--- src/rtl/imem_boot_loader_pkg.sv ---
`default_nettype none
// ============================================================================
// Module      : imem_boot_loader_pkg
// Description : Shared state encodings and framing constants for the
//               instruction-memory boot loader.
// Revision    : 1.0 - initial release
// ============================================================================
package imem_boot_loader_pkg;

    // Loader FSM encodings
    localparam logic [1:0] ST_LEN   = 2'd0;
    localparam logic [1:0] ST_LOAD  = 2'd1;
    localparam logic [1:0] ST_FLUSH = 2'd2;
    localparam logic [1:0] ST_DONE  = 2'd3;

    // Stream framing: 2-byte big-endian length header, 4-byte big-endian words
    localparam int unsigned BYTES_PER_WORD = 4;
    localparam int unsigned LEN_BYTES      = 2;

    // Terminal values of the byte counters
    localparam logic [1:0] BYTE_CNT_LAST = 2'(BYTES_PER_WORD - 1);
    localparam logic       LEN_CNT_LAST  = 1'(LEN_BYTES - 1);

    // Default instruction memory depth in words, shared with the memory
    localparam int unsigned DEF_TAMANHO_MEMORIA = 64;

endpackage
`default_nettype wire

--- src/rtl/imem_word_assembler.sv ---
`default_nettype none
// ============================================================================
// Module      : imem_word_assembler
// Description : Shifts accepted boot bytes into a big-endian 32-bit word and
//               flags the byte that completes each word.
// Revision    : 1.0 - initial release
// ============================================================================
module imem_word_assembler
    import imem_boot_loader_pkg::*;
(
    input  logic        clk,
    input  logic        rst,
    input  logic        i_clr,
    input  logic        i_en,
    input  logic [7:0]  i_byte,
    output logic        o_word_valid,
    output logic [31:0] o_word
);

    logic [1:0]  r_byte_cnt;
    logic [23:0] r_shift;

    // Collect the first three bytes of a word; the fourth is combined directly
    always_ff @(posedge clk) begin
        if (rst || i_clr) begin
            r_byte_cnt <= 2'd0;
            r_shift    <= 24'd0;
        end else if (i_en) begin
            r_shift    <= {r_shift[15:0], i_byte};
            r_byte_cnt <= r_byte_cnt + 2'd1;
        end
    end

    // The completing byte is appended combinationally so the word is ready
    // on the same cycle as its last handshake.
    assign o_word_valid = i_en && (r_byte_cnt == BYTE_CNT_LAST);
    assign o_word       = {r_shift, i_byte};

endmodule
`default_nettype wire

--- src/rtl/imem_boot_loader.sv ---
`default_nettype none
// ============================================================================
// Module      : imem_boot_loader
// Description : Boot-time loader for the instruction memory. Receives a
//               length-prefixed byte stream, writes assembled words into the
//               memory, owns the memory address mux and stalls the CPU until
//               the program is loaded.
// Revision    : 1.0 - initial release
// ============================================================================
module imem_boot_loader
    import imem_boot_loader_pkg::*;
#(
    parameter int unsigned TAMANHO_MEMORIA = DEF_TAMANHO_MEMORIA,
    parameter int unsigned AW              = $clog2(TAMANHO_MEMORIA)
) (
    input  logic          clock,
    input  logic          reset,
    input  logic          boot_start,
    input  logic          in_valid,
    input  logic [7:0]    in_data,
    output logic          in_ready,
    input  logic [31:0]   pc,
    output logic [31:0]   mem_addr,
    output logic          mem_we,
    output logic [AW-1:0] mem_waddr,
    output logic [31:0]   mem_wdata,
    output logic          cpu_hold,
    output logic          load_done,
    output logic          load_err
);

    logic [1:0]    r_state;
    logic          r_len_cnt;
    logic [15:0]   r_len;
    logic [15:0]   r_word_cnt;
    logic          r_mem_we;
    logic [AW-1:0] r_mem_waddr;
    logic [31:0]   r_mem_wdata;
    logic          r_load_err;

    logic          w_xfer;
    logic          w_asm_en;
    logic          w_restart;
    logic [15:0]   w_len_next;
    logic          w_len_over;
    logic          w_in_range;
    logic          w_last_word;
    logic          w_word_valid;
    logic [31:0]   w_word;

    assign w_xfer      = in_valid && in_ready;
    assign w_asm_en    = w_xfer && (r_state == ST_LOAD);
    assign w_restart   = (r_state == ST_DONE) && boot_start;
    assign w_len_next  = {r_len[7:0], in_data};
    assign w_len_over  = {16'd0, w_len_next} > TAMANHO_MEMORIA;
    // Words beyond the memory depth are still consumed to keep framing
    assign w_in_range  = {16'd0, r_word_cnt} < TAMANHO_MEMORIA;
    assign w_last_word = (r_word_cnt == (r_len - 16'd1));

    imem_word_assembler u_asm (
        .clk          (clock),
        .rst          (reset),
        .i_clr        (w_restart),
        .i_en         (w_asm_en),
        .i_byte       (in_data),
        .o_word_valid (w_word_valid),
        .o_word       (w_word)
    );

    // Loader FSM, counters and the registered write port
    always_ff @(posedge clock) begin
        if (reset) begin
            r_state     <= ST_LEN;
            r_len_cnt   <= 1'b0;
            r_len       <= 16'd0;
            r_word_cnt  <= 16'd0;
            r_mem_we    <= 1'b0;
            r_mem_waddr <= '0;
            r_mem_wdata <= 32'd0;
            r_load_err  <= 1'b0;
        end else begin
            r_mem_we <= 1'b0;
            case (r_state)
                ST_LEN: begin
                    if (w_xfer) begin
                        r_len <= w_len_next;
                        if (r_len_cnt == LEN_CNT_LAST) begin
                            r_len_cnt <= 1'b0;
                            if (w_len_over) begin
                                r_load_err <= 1'b1;
                            end
                            r_state <= (w_len_next == 16'd0) ? ST_DONE : ST_LOAD;
                        end else begin
                            r_len_cnt <= r_len_cnt + 1'b1;
                        end
                    end
                end
                ST_LOAD: begin
                    if (w_word_valid) begin
                        r_word_cnt <= r_word_cnt + 16'd1;
                        if (w_in_range) begin
                            r_mem_we    <= 1'b1;
                            r_mem_waddr <= r_word_cnt[AW-1:0];
                            r_mem_wdata <= w_word;
                        end
                        if (w_last_word) begin
                            r_state <= ST_FLUSH;
                        end
                    end
                end
                ST_FLUSH: begin
                    r_state <= ST_DONE;
                end
                ST_DONE: begin
                    if (boot_start) begin
                        r_state    <= ST_LEN;
                        r_len_cnt  <= 1'b0;
                        r_len      <= 16'd0;
                        r_word_cnt <= 16'd0;
                        r_load_err <= 1'b0;
                    end
                end
                default: begin
                    r_state <= ST_LEN;
                end
            endcase
        end
    end

    assign in_ready  = (r_state == ST_LEN) || (r_state == ST_LOAD);
    assign cpu_hold  = (r_state != ST_DONE);
    assign load_done = (r_state == ST_DONE);
    assign load_err  = r_load_err;
    assign mem_we    = r_mem_we;
    assign mem_waddr = r_mem_waddr;
    assign mem_wdata = r_mem_wdata;
    // The CPU only fetches once loading is finished, so the mux can follow
    // cpu_hold directly.
    assign mem_addr  = cpu_hold ? {14'd0, r_word_cnt, 2'b00} : pc;

endmodule
`default_nettype wire

--- config.mk ---
export PLATFORM = sky130hd
export DESIGN_NAME = imem_boot_loader
export DESIGN_NICKNAME = d
export VERILOG_FILES = /design/src/rtl/imem_boot_loader_pkg.sv /design/src/rtl/imem_word_assembler.sv /design/src/rtl/imem_boot_loader.sv
export SDC_FILE = /design/constraint.sdc
export NUM_CORES = 1
export LEC_CHECK = 0
export CAP_MARGIN = 5
export CORE_MARGIN = 8
export CORE_UTILIZATION = 36
export CTS_CLUSTER_DIAMETER = 30
export CTS_CLUSTER_SIZE = 20
export DETAILED_ROUTE_END_ITERATION = 8
export HOLD_SLACK_MARGIN = 0.06
export REMOVE_ABC_BUFFERS = 1
export SYNTH_ARGS = -nofsm -noshare
export SYNTH_HDL_FRONTEND = slang
export SYNTH_SLANG_ARGS = --single-unit
--- constraint.sdc ---
create_clock -name clock -period 6.85 [get_ports clock]
set_input_delay 1.37 -clock clock [delete_from_list [all_inputs] [get_ports clock]]
set_output_delay 1.37 -clock clock [all_outputs]
set_load 0.1 [all_outputs]
Yosys cells after proc, flatten, opt, wreduce, memory -nomap -nowiden
Cells that the tools add are included.

word-level totals
  input port bits = 44
  logic and storage cells = 68
  output and inout port bits = 75
  bits in registers = 101

operators by class
  multiplexer cells = 22
  add/subtract/negate cells = 4
  reductions and logical operators = 16
  order comparisons = 2
  bitwise logic cells = 2
  equality and inequality tests = 12

operators by type and width
  cell                                                 count
  one-hot mux 16 bit (2 select lines)                  2
  2-to-1 mux 16 bit                                    3
  2-to-1 mux 32 bit                                    1
  adder 16 x 1 -> 16 bit, second input constant        1
  == test 16 bit                                       1
  > comparator 16 x 7 -> 1 bit, second input constant  1
  zero test 16 bit                                     1
  < comparator 16 x 7 -> 1 bit, second input constant  1
  subtractor 16 x 1 -> 16 bit, second input constant   1
  2-to-1 mux 2 bit                                     6
  != test 2 bit, second input constant                 6
  AND reduction 5 bit                                  2
  AND reduction 3 bit                                  3
  one-hot mux 2 bit (4 select lines)                   1
  2-to-1 mux 1 bit                                     7
  == test 2 bit, second input constant                 3
  logical AND 1 bit                                    4
  one-hot mux 1 bit (2 select lines)                   2
  nonzero test 2 bit                                   2
  OR reduction 3 bit                                   1
  adder 2 x 1 -> 2 bit, second input constant          1
  == test 2 x 1 -> 1 bit, second input constant        1
  zero test 2 bit                                      1
  logical OR 1 bit                                     2
  other kinds (3)                                      4

Logic depth before layout (Yosys ltp)
  depth after elaboration = 7
  depth in mapped cells = 9
  gate-level depth less buffers = 8

By module
Synthesis repeated with hierarchy kept, for this count alone.

second synthesis, totals
  cell total of the unflattened synthesis = 552
  area total of the unflattened synthesis = 4984.8 sq um

by module, submodules not included
  module               area an instance (sq um)  times used  cells each  sequential area each (sq um)
  imem_boot_loader     3945.0                    1           457         1501.4
  imem_word_assembler  1039.7                    1           95          520.5

Worst setup path after synthesis
Ideal clock, no wire load.

  path kind = reg-to-output
  from = register r_state[0]
  to = output port mem_addr[4]
  buffers on the path = 2
  path slack = 1.958 ns
  arrival = 3.522 ns
  required time = 5.480 ns
  cell stages (with the launch flop) = 5
  path through = dfxtp_1 > ha_1 > clkbuf_1 > clkbuf_1 > o21ai_0

on the way
  cells in the longest elaborated chain, start to end = 2

RTL lines
  what                    line                     source
  start, declared         imem_boot_loader.sv:32   logic [1:0] r_state;
  start signal, assigned  imem_boot_loader.sv:92   r_state <= (w_len_next == 16'd0) ? ST_DONE : ST_LOAD;
  != test 2 bit           imem_boot_loader.sv:131  assign cpu_hold = (r_state != ST_DONE);
  2-to-1 mux 32 bit       imem_boot_loader.sv:139  assign mem_addr = cpu_hold ? {14'd0, r_word_cnt, 2'b00} : pc;
  end, declared           imem_boot_loader.sv:23   output logic [31:0] mem_addr,

Every way passes these cells.

Worst setup path in the final report
  from = input port pc[4]
  to = output port mem_addr[4]

on the way
  cells in the longest elaborated chain, start to end = 1

RTL lines
  what               line                     source
  start, declared    imem_boot_loader.sv:22   input logic [31:0] pc,
  2-to-1 mux 32 bit  imem_boot_loader.sv:139

Every way passes these cells.

==> impl_metrics.json <==
{
  "cts_root_buf": "clkbuf_16",
  "drt-total-wl_um": 13010,
  "diodes": 0,
  "synth_edf_count": 0,
  "rsz0062_at_grt": "false",
  "numClockSinks": 101,
  "design_area_um2": 6362,
  "vdd_ir_drop_max_uv": 159.9,
  "ys.flop_type": "dfxtp_1",
  "antenna_found_initial": 0,
  "pin_count": 119,
  "finalClockSkew_ps": 8.695,
  "drv_cap": 0,
  "rows": 42,
  "place_ws_ps": 2353,
  "p_total_mw": 1.834,
  "grt_pass1_wl_um": 22090,
  "crit_path_frequent_cell": "clkdlybuf4s50_1",
  "cts_resized": 0,
  "num_vias": 4418,
  "fp.dieW_um": 131.7,
  "place_area_um2": 6062,
  "period_share": 0.6561,
  "clock.fmax_ghz": 0.2225,
  "grt_overflow_total": 0,
  "insertion_delay_ps": 340,
  "setup_tns_ps": 0,
  "maxSlewHeadroom": 0.3239,
  "start_kind": "input port",
  "ctsHoldBuffers": 0,
  "fin_util": 0.4843,
  "cp.required_ps": 5480,
  "h-tree-depth": 3,
  "viasPerCell": 5.026,
  "drt_first_pass_iters": 4,
  "max_stage_delay_ps": 1170,
  "ys.warnings.count": 0,
  "p_per_area_nw_per_um2": 288.2,
  "hold_class": "flip-flop to flip-flop",
  "synth_cell_types": 52,
  "hold_viol": 0,
  "portBuffers": 118,
  "end_kind": "output port",
  "crit_chain": "clkdlybuf4s50_1, nand2_1, o21ai_0, clkdlybuf4s50_1",
  "fp.dieH_um": 131.7,
  "layout_setup_ws_ps": 2356,
  "gp_congestion": 0.8733,
  "synth-seq-cells": 101,
  "layout.nets": 750,
  "core_um2": 13140,
  "start_util": 0.3667,
  "drv_slew": 0,
  "arrival_ps": 3120,
  "status": "finished clean",
  "critPathKind": "input port to output port",
  "synthToLayoutAreaGrowth_pct": 32.08,
  "cpMaxStageDelayCell": "clkdlybuf4s50_1",
  "drtAntennaViolNets": 0,
  "async_flop_share": 0,
  "drtIter0Drc": 263,
  "syn-instance-count": 609,
  "synthesis.area_um2": 4817,
  "tightest_slew_ps": 1014,
  "grt_pass1_vias": 4427,
  "cp_max_fo": 1,
  "clk_path_buf_depth": 2,
  "post_cts_buffers": 0,
  "cts_tree": "yes",
  "layout-drive-gt1-share": 0.06970,
  "wl_per_cell_um": 14.80,
  "yosysSeqAreaShare": 0.4197,
  "grt_max_degree": 64,
  "track_usage": 0.1512,
  "synth.avg_cell_area_um2": 7.910,
  "setup_viol": 0,
  "post-route-min-period_ps": 4494,
  "clkTransAtPathRegs_ps": 60,
  "die-area_um2": 17340,
  "power_leakage_nw": 2.248,
  "dp_hpwl_um": 9535,
  "post-route-drc-count": 0,
  "cts_buffers": 9
}
per-layer routing:
| metal | wire length [µm] | part of all wire | global-route usage |
|---|---|---|---|
| met1 | 5985 | 0.46 | 0.1829 |
| met2 | 6229 | 0.48 | 0.2568 |
| met3 | 633 | 0.049 | 0.03887 |
| met4 | 165 | 0.013 | 0.04786 |
| met5 | 0 | 0 | 0 |
cells by family (layout without fill, tap and decap cells):
family          count (synthesis)  count (layout)  share of synthesized area
fa+ha+maj                       8               8                    0.02078
compound gates                113             113                     0.1348
mux                            19              19                    0.04390
xor+xnor                       34              34                    0.06182
simple gates                  280             280                     0.2722
flops                         101             101                     0.4197
buf+inv                        54             148                    0.04675
power by group:
group	leakage [nW]	internal, mW	switching [mW]
Clock	0.145	0.287	0.225
Sequential	0.816	0.618	0.0431
Combinational	1.29	0.220	0.441
Total	2.25	1.13	0.709
metrics by stage:
| step | cells | hold WS (ps) |
|---|---|---|
| floorplan | 564 | 426.0 |
| global placement | 863 | 441.9 |
| detailed placement | 863 | 446.6 |
| CTS | 879 | 456.3 |
| global route | 879 | 473.1 |
| finish | 879 | 452.8 |
synth_stat cells, types with 2 or more instances:
| library cell | number | share of area |
|---|---|---|
| nand3_1 | 6 | 0.0062 |
| a41oi_1 | 2 | 0.0036 |
| dfxtp_1 | 101 | 0.42 |
| mux2i_1 | 2 | 0.0042 |
| a211oi_1 | 2 | 0.0031 |
| a221oi_2 | 2 | 0.0062 |
| clkbuf_1 | 35 | 0.027 |
| ha_1 | 8 | 0.021 |
| or4_1 | 2 | 0.0031 |
| xnor2_1 | 15 | 0.027 |
| nor2_1 | 48 | 0.037 |
| a31oi_1 | 2 | 0.0026 |
| a21oi_1 | 86 | 0.089 |
| nor4_2 | 2 | 0.0052 |
| a21o_1 | 2 | 0.0031 |
| buf_4 | 2 | 0.0031 |
| inv_1 | 9 | 0.0070 |
| or2_2 | 3 | 0.0039 |
| nand4_1 | 9 | 0.012 |
| nor3b_1 | 15 | 0.023 |
| and4_1 | 3 | 0.0055 |
| or3_1 | 4 | 0.0052 |
| nor2b_1 | 2 | 0.0026 |
| o21ai_0 | 5 | 0.0052 |
| and3_1 | 3 | 0.0039 |
| and2_1 | 17 | 0.022 |
| nor3_1 | 14 | 0.015 |
| mux2_2 | 16 | 0.037 |
| xor2_1 | 19 | 0.035 |
| nand2_1 | 143 | 0.11 |
| nor4_1 | 4 | 0.0052 |
| buf_2 | 6 | 0.0062 |
sequential cells by signal (all words and copies together) (netlist names):
| signal | cells |
|---|---|
| u_asm.r_byte_cnt | 2 |
| r_word_cnt | 16 |
| r_state | 2 |
| mem_we | 1 |
| mem_wdata | 32 |
| mem_waddr | 6 |
| load_err | 1 |
| r_len_cnt | 1 |
| u_asm.r_shift | 24 |
| r_len | 16 |
final cells by class:
class | instances | area [µm²]
Timing Repair Buffer | 123 | 1214
Clock buffer | 10 | 229.0
Multi-Input combinational cell | 454 | 2572
Clock inverter | 6 | 71.32
Fill cell | 1307 | 6775
Tap cell | 176 | 220.2
Sequential cell | 101 | 2022
Inverter | 9 | 33.78
critical path: cells and delay by family:
family	cells	cell delay (ps)
AOI/OAI and AO/OA	1	90
buffers and inverters	2	1620
and+or+nand+nor	1	40
cell usage in the layout (no fill, tap or decap), types with 2 or more instances in the layout:
cell type | synthesis | routed
a211oi_1 | 2 | 2
a21o_1 | 2 | 2
a21oi_1 | 86 | 86
a221oi_2 | 2 | 2
a31oi_1 | 2 | 2
a41oi_1 | 2 | 2
and2_1 | 17 | 17
and3_1 | 3 | 3
and4_1 | 3 | 3
buf_4 | 2 | 5
clkbuf_16 | 0 | 9
clkdlybuf4s50_1 | 0 | 117
dfxtp_1 | 101 | 101
ha_1 | 8 | 7
inv_1 | 9 | 9
mux2_2 | 16 | 16
mux2i_1 | 2 | 2
nand2_1 | 143 | 143
nand3_1 | 6 | 6
nand4_1 | 9 | 9
nor2_1 | 48 | 48
nor2b_1 | 2 | 2
nor3_1 | 14 | 14
nor3b_1 | 15 | 15
nor4_1 | 4 | 4
nor4_2 | 2 | 2
o21ai_0 | 5 | 5
or2_2 | 3 | 3
or3_1 | 4 | 4
or4_1 | 2 | 2
xnor2_1 | 15 | 15
xor2_1 | 19 | 19
path summary, 6_finish.rpt:
path | start | endpoint | slack [ps] | cells past startpoint
worst min register to register | mem_wdata[14] | mem_wdata[14] | 450 | 2
worst min-delay path | mem_wdata[14] | mem_wdata[14] | 450 | 2
worst max register to register | r_state[1] | mem_waddr[3] | 3950 | 7
worst max-delay path | pc[4] | mem_addr[4] | 2360 | 4
No activity file was read; power rests on OpenSTA's default activity.
